--- config.mk ---
export PLATFORM = sky130hd
export DESIGN_NAME = kapi_kilidi_fsm
export DESIGN_NICKNAME = d
export VERILOG_FILES = /design/src/rtl/kapi_kilidi_fsm.sv
export SDC_FILE = /design/constraint.sdc
export NUM_CORES = 1
export LEC_CHECK = 0
export CAP_MARGIN = 15
export CORE_UTILIZATION = 52
export DETAILED_ROUTE_END_ITERATION = 10
export GPL_ROUTABILITY_DRIVEN = 1
export PLACE_DENSITY = 0.87
export RECOVER_POWER = 100
export SLEW_MARGIN = 20
export SYNTH_ARGS = -nofsm -noshare
export SYNTH_HDL_FRONTEND = slang
export SYNTH_SLANG_ARGS = --single-unit
--- constraint.sdc ---
create_clock -name clk -period 2.23 [get_ports clk]
set_clock_uncertainty 0.15 [all_clocks]
set_input_delay 0.446 -clock clk [delete_from_list [all_inputs] [get_ports clk]]
set_output_delay 0.446 -clock clk [all_outputs]
set_load 0.1 [all_outputs]
--- src/rtl/kapi_kilidi_fsm.sv ---
// Sequential code lock: collects strobed digits, compares them with a reprogrammable
// code, drives a timed door-release pulse and a timed alarm, and registers the doorbell.
module kapi_kilidi_fsm #(
  parameter int DIGIT_W     = 4,
  parameter int CODE_LEN    = 4,
  parameter int MAX_DENEME  = 3,
  parameter int ACIK_SURE   = 16,
  parameter int ALARM_SURE  = 32,
  parameter int ZAMAN_ASIMI = 64,
  parameter logic [CODE_LEN*DIGIT_W-1:0] SIFRE_VARSAYILAN = 16'h1234
) (
  input  logic                              clk,
  input  logic                              rst_n,
  input  logic [DIGIT_W-1:0]                sayi_girisi,
  input  logic                              sayi_gecerli,
  input  logic                              sifre_butonu,
  input  logic                              sifre_degistir,
  input  logic                              zil_butonu,
  output logic [DIGIT_W-1:0]                cikis,
  output logic                              zil,
  output logic                              kapi_ac,
  output logic                              alarm,
  output logic [$clog2(MAX_DENEME+1)-1:0]   hata_sayisi,
  output logic [2:0]                        durum
);

  localparam int CODE_W = CODE_LEN * DIGIT_W;
  localparam int CNT_W  = $clog2(CODE_LEN + 2);
  localparam int HATA_W = $clog2(MAX_DENEME + 1);
  localparam int T_AB   = (ACIK_SURE > ALARM_SURE) ? ACIK_SURE : ALARM_SURE;
  localparam int T_MAX  = (T_AB > ZAMAN_ASIMI) ? T_AB : ZAMAN_ASIMI;
  localparam int TMR_W  = $clog2(T_MAX + 1);

  typedef enum logic [2:0] {
    BEKLE = 3'd0,
    GIRIS = 3'd1,
    ACIK  = 3'd2,
    PROG  = 3'd3,
    ALARM = 3'd4
  } durum_e;

  durum_e              durum_q, durum_d;
  logic [CODE_W-1:0]   kod_q, kod_d;
  logic [CODE_W-1:0]   tampon_q, tampon_d;
  logic [CNT_W-1:0]    sayac_q, sayac_d;
  logic [TMR_W-1:0]    zaman_q, zaman_d;
  logic [HATA_W-1:0]   hata_q, hata_d;
  logic                zil_onceki_q, zil_q, zil_d;
  logic [DIGIT_W-1:0]  cikis_q, cikis_d;

  logic [CODE_W-1:0]   tampon_kaydir;
  logic [CNT_W-1:0]    sayac_art;
  logic [HATA_W-1:0]   hata_art;
  logic                eslesme;

  // NOTE: the stored code is a plain register, so it takes the reset value like any other state.
  always_ff @(posedge clk) begin
    if (!rst_n) begin
      durum_q      <= BEKLE;
      kod_q        <= SIFRE_VARSAYILAN;
      tampon_q     <= '0;
      sayac_q      <= '0;
      zaman_q      <= '0;
      hata_q       <= '0;
      zil_onceki_q <= 1'b0;
      zil_q        <= 1'b0;
      cikis_q      <= '0;
    end else begin
      // NOTE: non-blocking so every register samples the pre-edge values of the others.
      durum_q      <= durum_d;
      kod_q        <= kod_d;
      tampon_q     <= tampon_d;
      sayac_q      <= sayac_d;
      zaman_q      <= zaman_d;
      hata_q       <= hata_d;
      zil_onceki_q <= zil_butonu;
      zil_q        <= zil_d;
      cikis_q      <= cikis_d;
    end
  end

  assign tampon_kaydir = (tampon_q << DIGIT_W) | CODE_W'(sayi_girisi);
  assign sayac_art     = (sayac_q == CNT_W'(CODE_LEN + 1)) ? sayac_q : sayac_q + CNT_W'(1);
  assign hata_art      = hata_q + HATA_W'(1);
  assign eslesme       = (sayac_q == CNT_W'(CODE_LEN)) && (tampon_q == kod_q);

  always_comb begin
    // NOTE: every target gets a default first so no path leaves one unassigned (no latches).
    durum_d  = durum_q;
    kod_d    = kod_q;
    tampon_d = tampon_q;
    sayac_d  = sayac_q;
    zaman_d  = zaman_q;
    hata_d   = hata_q;
    zil_d    = zil_butonu & ~zil_onceki_q;
    cikis_d  = sayi_girisi & {DIGIT_W{zil_butonu}};

    unique case (durum_q)
      BEKLE: begin
        if (sayi_gecerli) begin
          durum_d  = GIRIS;
          tampon_d = CODE_W'(sayi_girisi);
          sayac_d  = CNT_W'(1);
        end
      end
      GIRIS, PROG: begin
        // A submit in the same cycle as a digit wins; the digit is dropped.
        if (sifre_butonu) begin
          durum_d = BEKLE;
          if (durum_q == GIRIS) begin
            if (eslesme) begin
              durum_d = ACIK;
              hata_d  = '0;
            end else begin
              hata_d = hata_art;
              if (hata_art == HATA_W'(MAX_DENEME)) durum_d = ALARM;
            end
          end else if (sayac_q == CNT_W'(CODE_LEN)) begin
            kod_d = tampon_q;
          end
        end else if (sayi_gecerli) begin
          tampon_d = tampon_kaydir;
          sayac_d  = sayac_art;
          zaman_d  = '0;
        end else if (zaman_q == TMR_W'(ZAMAN_ASIMI - 1)) begin
          durum_d = BEKLE;
        end else begin
          zaman_d = zaman_q + TMR_W'(1);
        end
      end
      ACIK: begin
        if (sifre_degistir)                              durum_d = PROG;
        else if (zaman_q == TMR_W'(ACIK_SURE - 1))       durum_d = BEKLE;
        else                                             zaman_d = zaman_q + TMR_W'(1);
      end
      ALARM: begin
        if (zaman_q == TMR_W'(ALARM_SURE - 1)) begin
          durum_d = BEKLE;
          hata_d  = '0;
        end else begin
          zaman_d = zaman_q + TMR_W'(1);
        end
      end
      default: durum_d = BEKLE;
    endcase

    // Timer restarts on every state entry; the entry buffer clears on every exit
    // except BEKLE -> GIRIS, which has just loaded the first digit.
    if (durum_d != durum_q) begin
      zaman_d = '0;
      if (durum_q != BEKLE) begin
        tampon_d = '0;
        sayac_d  = '0;
      end
    end
  end

  always_comb begin
    durum       = durum_q;
    kapi_ac     = (durum_q == ACIK);
    alarm       = (durum_q == ALARM);
    hata_sayisi = hata_q;
    zil         = zil_q & (durum_q != ALARM);
    cikis       = (durum_q == ALARM) ? '0 : cikis_q;
  end

endmodule

### Yosys cells after proc, flatten, opt, wreduce, memory -nomap -nowiden

Cells that the tools add are included.

| operators by class | value |
|---|---|
| add/sub/neg operators | 3 |
| mux-type cells | 37 |
| bitwise logic cells | 7 |
| reduce and logical (&&, ||, !) cells | 10 |
| eq/ne operators | 21 |

Operators by type and width:

| cell | count |
|---|---|
| $mux 16 | 5 |
| $mux 3 | 16 |
| $mux 7 | 6 |
| $pmux 16 s2 | 1 |
| $pmux 7 s3 | 1 |
| $eq 16x16->1 | 1 |
| $or 16x4->16 | 1 |
| $ne 2x2->1 const B | 6 |
| $pmux 3 s4 | 1 |
| $eq 3x3->1 const B | 3 |
| $mux 2 | 4 |
| $reduce_and 4->1 | 2 |
| $add 7x1->7 const B | 1 |
| $eq 7x4->1 const B | 1 |
| $eq 7x5->1 const B | 1 |
| $eq 7x6->1 const B | 1 |
| $eq 3x2->1 const B | 2 |
| $ne 3x3->1 const B | 2 |
| $pmux 3 s2 | 1 |
| $reduce_and 6->1 | 1 |
| $reduce_bool 3->1 | 2 |
| $and 4x4->4 | 1 |
| $mux 4 | 1 |
| $pmux 2 s2 | 1 |
| 12 further kinds | 16 |

| storage, ports and cells | value |
|---|---|
| output and inout bits | 12 |
| flip-flop bits (word level) | 53 |
| bits of input ports | 10 |
| logic and storage cells | 87 |

### Depth between registers and ports, before layout

| logic depth | value |
|---|---|
| depth after elaboration | 9 |
| gate-level depth with buffers | 7 |
| depth with buffers taken out | 6 |

### Least setup slack after synthesis

OpenSTA, ideal clock, no wires.

| timing | value |
|---|---|
| path type | register -> register |
| from | register durum_q[1], in the netlist durum[1] |
| to | register sayac_q[2] |
| library setup time | 103 ps |
| path buffers | 1 |
| arrival | 4624 ps |
| cell stages (with the launch flop) | 7 |
| slack | -2648 ps |
| clock period less this slack | 4878 ps |
| required time | 1977 ps |
| cells stage by stage | dfxtp_1 buf_4 nor3b_1 o41ai_2 nand2_1 a211oi_4 a2111oi_2 |

| on the way | value |
|---|---|
| elaborated cells on any way between the ends | 20 |
| those cells by class | eq/ne (5); mux (12); reduce/logical (3) |

RTL lines:

| element | RTL line | source |
|---|---|---|
| start: declaration | 42 | `durum_e durum_q, durum_d;` |
| start signal: assignment | 70 | `durum_q <= durum_d;` |
| $eq 3x2->1 | -- |  |
| via kapi_ac | 21 | `output logic kapi_ac,` |
| $pmux 3 s4 | 98 | `unique case (durum_q)` |
| $ne 3x3->1 | 149 | `if (durum_d != durum_q) begin` |
| $mux 3 | 149 |  |
| end signal: assignment | 73 | `sayac_q <= sayac_d;` |
| end: declaration | 45 | `logic [CNT_W-1:0] sayac_q, sayac_d;` |

The timed path passes the listed nets, and every way through them passes these cells.
A chain may end at the register's enable or synchronous reset.

### Worst setup path in the final report

| timing | value |
|---|---|
| from | register durum_q[2], in the netlist durum[2] |
| to | output port zil |

| on the way | value |
|---|---|
| cells in the longest elaborated chain, start to end | 2 |

Ends and longest elaborated chain:

| element | RTL line | source |
|---|---|---|
| $ne 3x3->1 | 163 | `zil = zil_q & (durum_q != ALARM);` |
| $and 1x1->1 | 163 |  |
| end: declaration | 20 | `output logic zil,` |

Every way passes these cells.

==> results.toml <==
[die]
floorplan.rows = 25
core_region_area_mm2 = 0.00479
design.die.area_mm2 = 0.00533
initial_utilization_pct = 54.8
die_height_um = 73
design.portCount = 22
die_w_um = 73

[timing]
maxSlewHeadroom_pct = 62.1
whs_ns = 0.246
final_count_of_pins_violating_max_slew = 0
timing_worst_slew_pin_value_ns = 0.568
setup_viol_count_final = 0
max_freq_mhz = 463
fin_crit_sh_pct = 96.9
finalCriticalPeriod_ns = 2.16
setup_repair_after_global_routing_missed_its_margin = "no"
report.final.hold_viol_count = 0

[grt]
grt_first_pass_wirelength_um = 9140
grtUsageTotal_pct = 22.4
first_global_vias = 1956
maximum_number_of_pins_on_one_net_before_global_route_repair = 26
globalRoute.totalOverflow = 0
grt_antenna_before_repair = 0

[synthesis]
ys_types = 53
synthCells = 264
yosysSeqAreaShare_pct = 40.5
synth.avg_cell_area_um2 = 9.93
synthTopCellsByCount = "sky130_fd_sc_hd__dfxtp_1 (53), sky130_fd_sc_hd__mux2i_1 (23), sky130_fd_sc_hd__nor2_1 (18)"
synth_top_cell_area_share_pct = 40.5
mappedNetlistNets = 279
dominant_cell_type_by_area_after_synthesis = "sky130_fd_sc_hd__dfxtp_1"
syn-cell-area_mm2 = 0.00262
synth_ff_type = "sky130_fd_sc_hd__dfxtp_1"
yosys.cell_count.top_type = "sky130_fd_sc_hd__dfxtp_1"
number_of_synthesized_flops_with_an_enable_pin = 0
top_cells_by_area_synth = "sky130_fd_sc_hd__dfxtp_1 (40%), sky130_fd_sc_hd__mux2i_1 (8.8%), sky130_fd_sc_hd__xor2_1 (5.0%), sky130_fd_sc_hd__nor2b_1 (4.1%), sky130_fd_sc_hd__a22oi_1 (3.4%)"
synth-async-reset-ratio_pct = 0
synthesis.yosys.warnings = 0
postSynthRegisterBits = 53

[final_layout]
layout-area-overhead-vs-synth_pct = 20.7
antennaDiodeCount = 0
num-nets-final = 315
drive_gt1_share_pct = 22.6
finalCoreUtilization_pct = 66.1

[run]
max_cap_viol_count = 0

[placement]
detailedPlacementHpwl_um = 3850
port_buffers = 21
last_weighted_congestion_value_of_the_routability_driven_placer = 0.784

[cts]
root_buffer = "sky130_fd_sc_hd__clkbuf_8"
cts.path.max_buffers = 2
cts_hold_buffers = 0
clkSinkCount = 53
clk_pin_slew_worst_paths_ns = 0.10
cts_tree = "built"
worst_skew_pair_later_pin_latency_ns = 0.31
cts-htree-levels = 2
cts_inserted_buffers = 5

[pwr]
power.share.switching_pct = 27.2
comb_power_share_pct = 13.6
worst_ir_drop_vdd_mv = 0.319
power_density_mw_per_mm2 = 559
leakage_uw = 0.00121
clock_network_fraction_of_design_power_pct = 30.5
power.sequential.fraction_pct = 55.9
total_power_uw = 1770
intPower_uw = 1290
switching_power_uw = 481

[worst_setup_path]
ff2ff_path_depth = 7
critPathLaunchType = "register"
regToRegEndpoint = "sayac_q[2]$_SDFF_PN0_"
setup.worst_path.start = "durum[2]$_SDFF_PN0_"
reg2reg_slack_ns = 0.15
r2r_start = "zaman_q[1]$_SDFFE_PP0P_"
crit_path_end_kind = "primary output"
setup.worst_path.end = "zil"
critPathRequiredTime_ns = 1.63
timing_worst_setup_path_type = "reg2out"
data_arrival_critical_path_ns = 1.56
crit_path_max_fanout = 15

[detailed_routing]
drt-initial-drc-count = 135
routed_wire_length_per_instance_um = 15.4
drt_pass1_iterations = 6
drtAntennaViolNets = 0
detail_route.drc_violations = 0
detail_route.vias_per_cell = 5.59
total_via_count_after_detailed_routing = 2056
overall_routed_net_length_um = 5670

[hold_path]
hold-path-cell-count = 1
hp-class = "reg2reg"

[outcome]
outcome = "complete, no violations"
-- logic make-up after synthesis --
| kind of cell | share of synthesized area [%] |
|---|---|
| buf+inv | 4.96 |
| flops | 40.5 |
| compound gates | 14.4 |
| fa+ha+maj | 2.39 |
| simple gates | 21.7 |
| mux | 8.78 |
| xor+xnor | 7.35 |
-- worst min path at each step --
stage                                 start                to  slack, ns
finish              zil_onceki_q$_SDFF_PN0_  zil_q$_SDFF_PN0_       0.25
floorplan           zil_onceki_q$_SDFF_PN0_  zil_q$_SDFF_PN0_       0.22
detailed placement  zil_onceki_q$_SDFF_PN0_  zil_q$_SDFF_PN0_       0.23
global route        zil_onceki_q$_SDFF_PN0_  zil_q$_SDFF_PN0_       0.25
CTS                 zil_onceki_q$_SDFF_PN0_  zil_q$_SDFF_PN0_       0.25
global placement    zil_onceki_q$_SDFF_PN0_  zil_q$_SDFF_PN0_       0.22
-- stage by stage --
step,cell area [um2],setup slack [ns],instances,TNS (ns)
detailed placement,3100,-0.157,358,-2.54
CTS,3200,0.0135,367,0
floorplan,2690,-0.389,264,-7.25
global route,3160,0.0123,368,0
finish,3160,0.0692,368,0
global placement,3100,-0.111,358,-1.72
-- registers in the layout, indices dropped and copies added, names as in the netlist --
| signal | count |
|---|---|
| cikis_q | 4 |
| durum | 3 |
| hata_sayisi | 2 |
| kod_q | 16 |
| sayac_q | 3 |
| tampon_q | 16 |
| zaman_q | 7 |
| zil_onceki_q | 1 |
| zil_q | 1 |
-- repair_timing --
action                                  CTS  global route
pin swaps                                 0             2
resized for setup                         1             5
endpoints found under the setup margin    5            25
buffers inserted                          1             1
-- routing by layer --
metal,share of wire (%),wire (um),up-vias,global-route usage [%]
met5,0,0,-,0
met4,2.1,117,0,9.37
met3,3.7,208,10,3.87
met2,50,2830,58,37.6
met1,44,2510,993,28.3
li1,-,-,995,-
-- cell type report --
class / instances / area (um2)
clock buffer: 6 / 72.6
clock inverter: 2 / 13.8
fill: 371 / 1620
inverter: 9 / 33.8
multi-input combinational: 190 / 1480
sequential: 53 / 1070
tap: 67 / 83.8
timing repair buffer: 41 / 410
-- placed cells by master (no fill, tap or decap), types with 6 or more instances in the layout --
cell	n
sky130_fd_sc_hd__xnor2_1	7
sky130_fd_sc_hd__xor2_1	15
sky130_fd_sc_hd__clkdlybuf4s50_1	8
sky130_fd_sc_hd__nor2_1	25
sky130_fd_sc_hd__inv_1	9
sky130_fd_sc_hd__buf_12	7
sky130_fd_sc_hd__nand2_1	13
sky130_fd_sc_hd__mux2i_1	23
sky130_fd_sc_hd__nor2b_1	12
sky130_fd_sc_hd__dfxtp_1	50
sky130_fd_sc_hd__buf_4	16
sky130_fd_sc_hd__a22oi_1	12
sky130_fd_sc_hd__a21oi_1	7
sky130_fd_sc_hd__clkbuf_2	6
-- power by group through the flow --
stage	Sequential [uW]	Clock, uW	Combinational (uW)
after floorplan	1020	0	145
final	989	539	241
after detailed placement	1010	0	244
after CTS	987	548	245
after global placement	1010	0	239
after global routing	992	587	258
-- critical path: stages (launching register included) --
cell and delay [ns]:
sky130_fd_sc_hd__dfxtp_2 0.52, sky130_fd_sc_hd__nor3b_4 0.27, sky130_fd_sc_hd__buf_4 0.24, sky130_fd_sc_hd__nor2b_4 0.06, sky130_fd_sc_hd__buf_8 0.17
No activity file was read; power rests on OpenSTA's default activity.
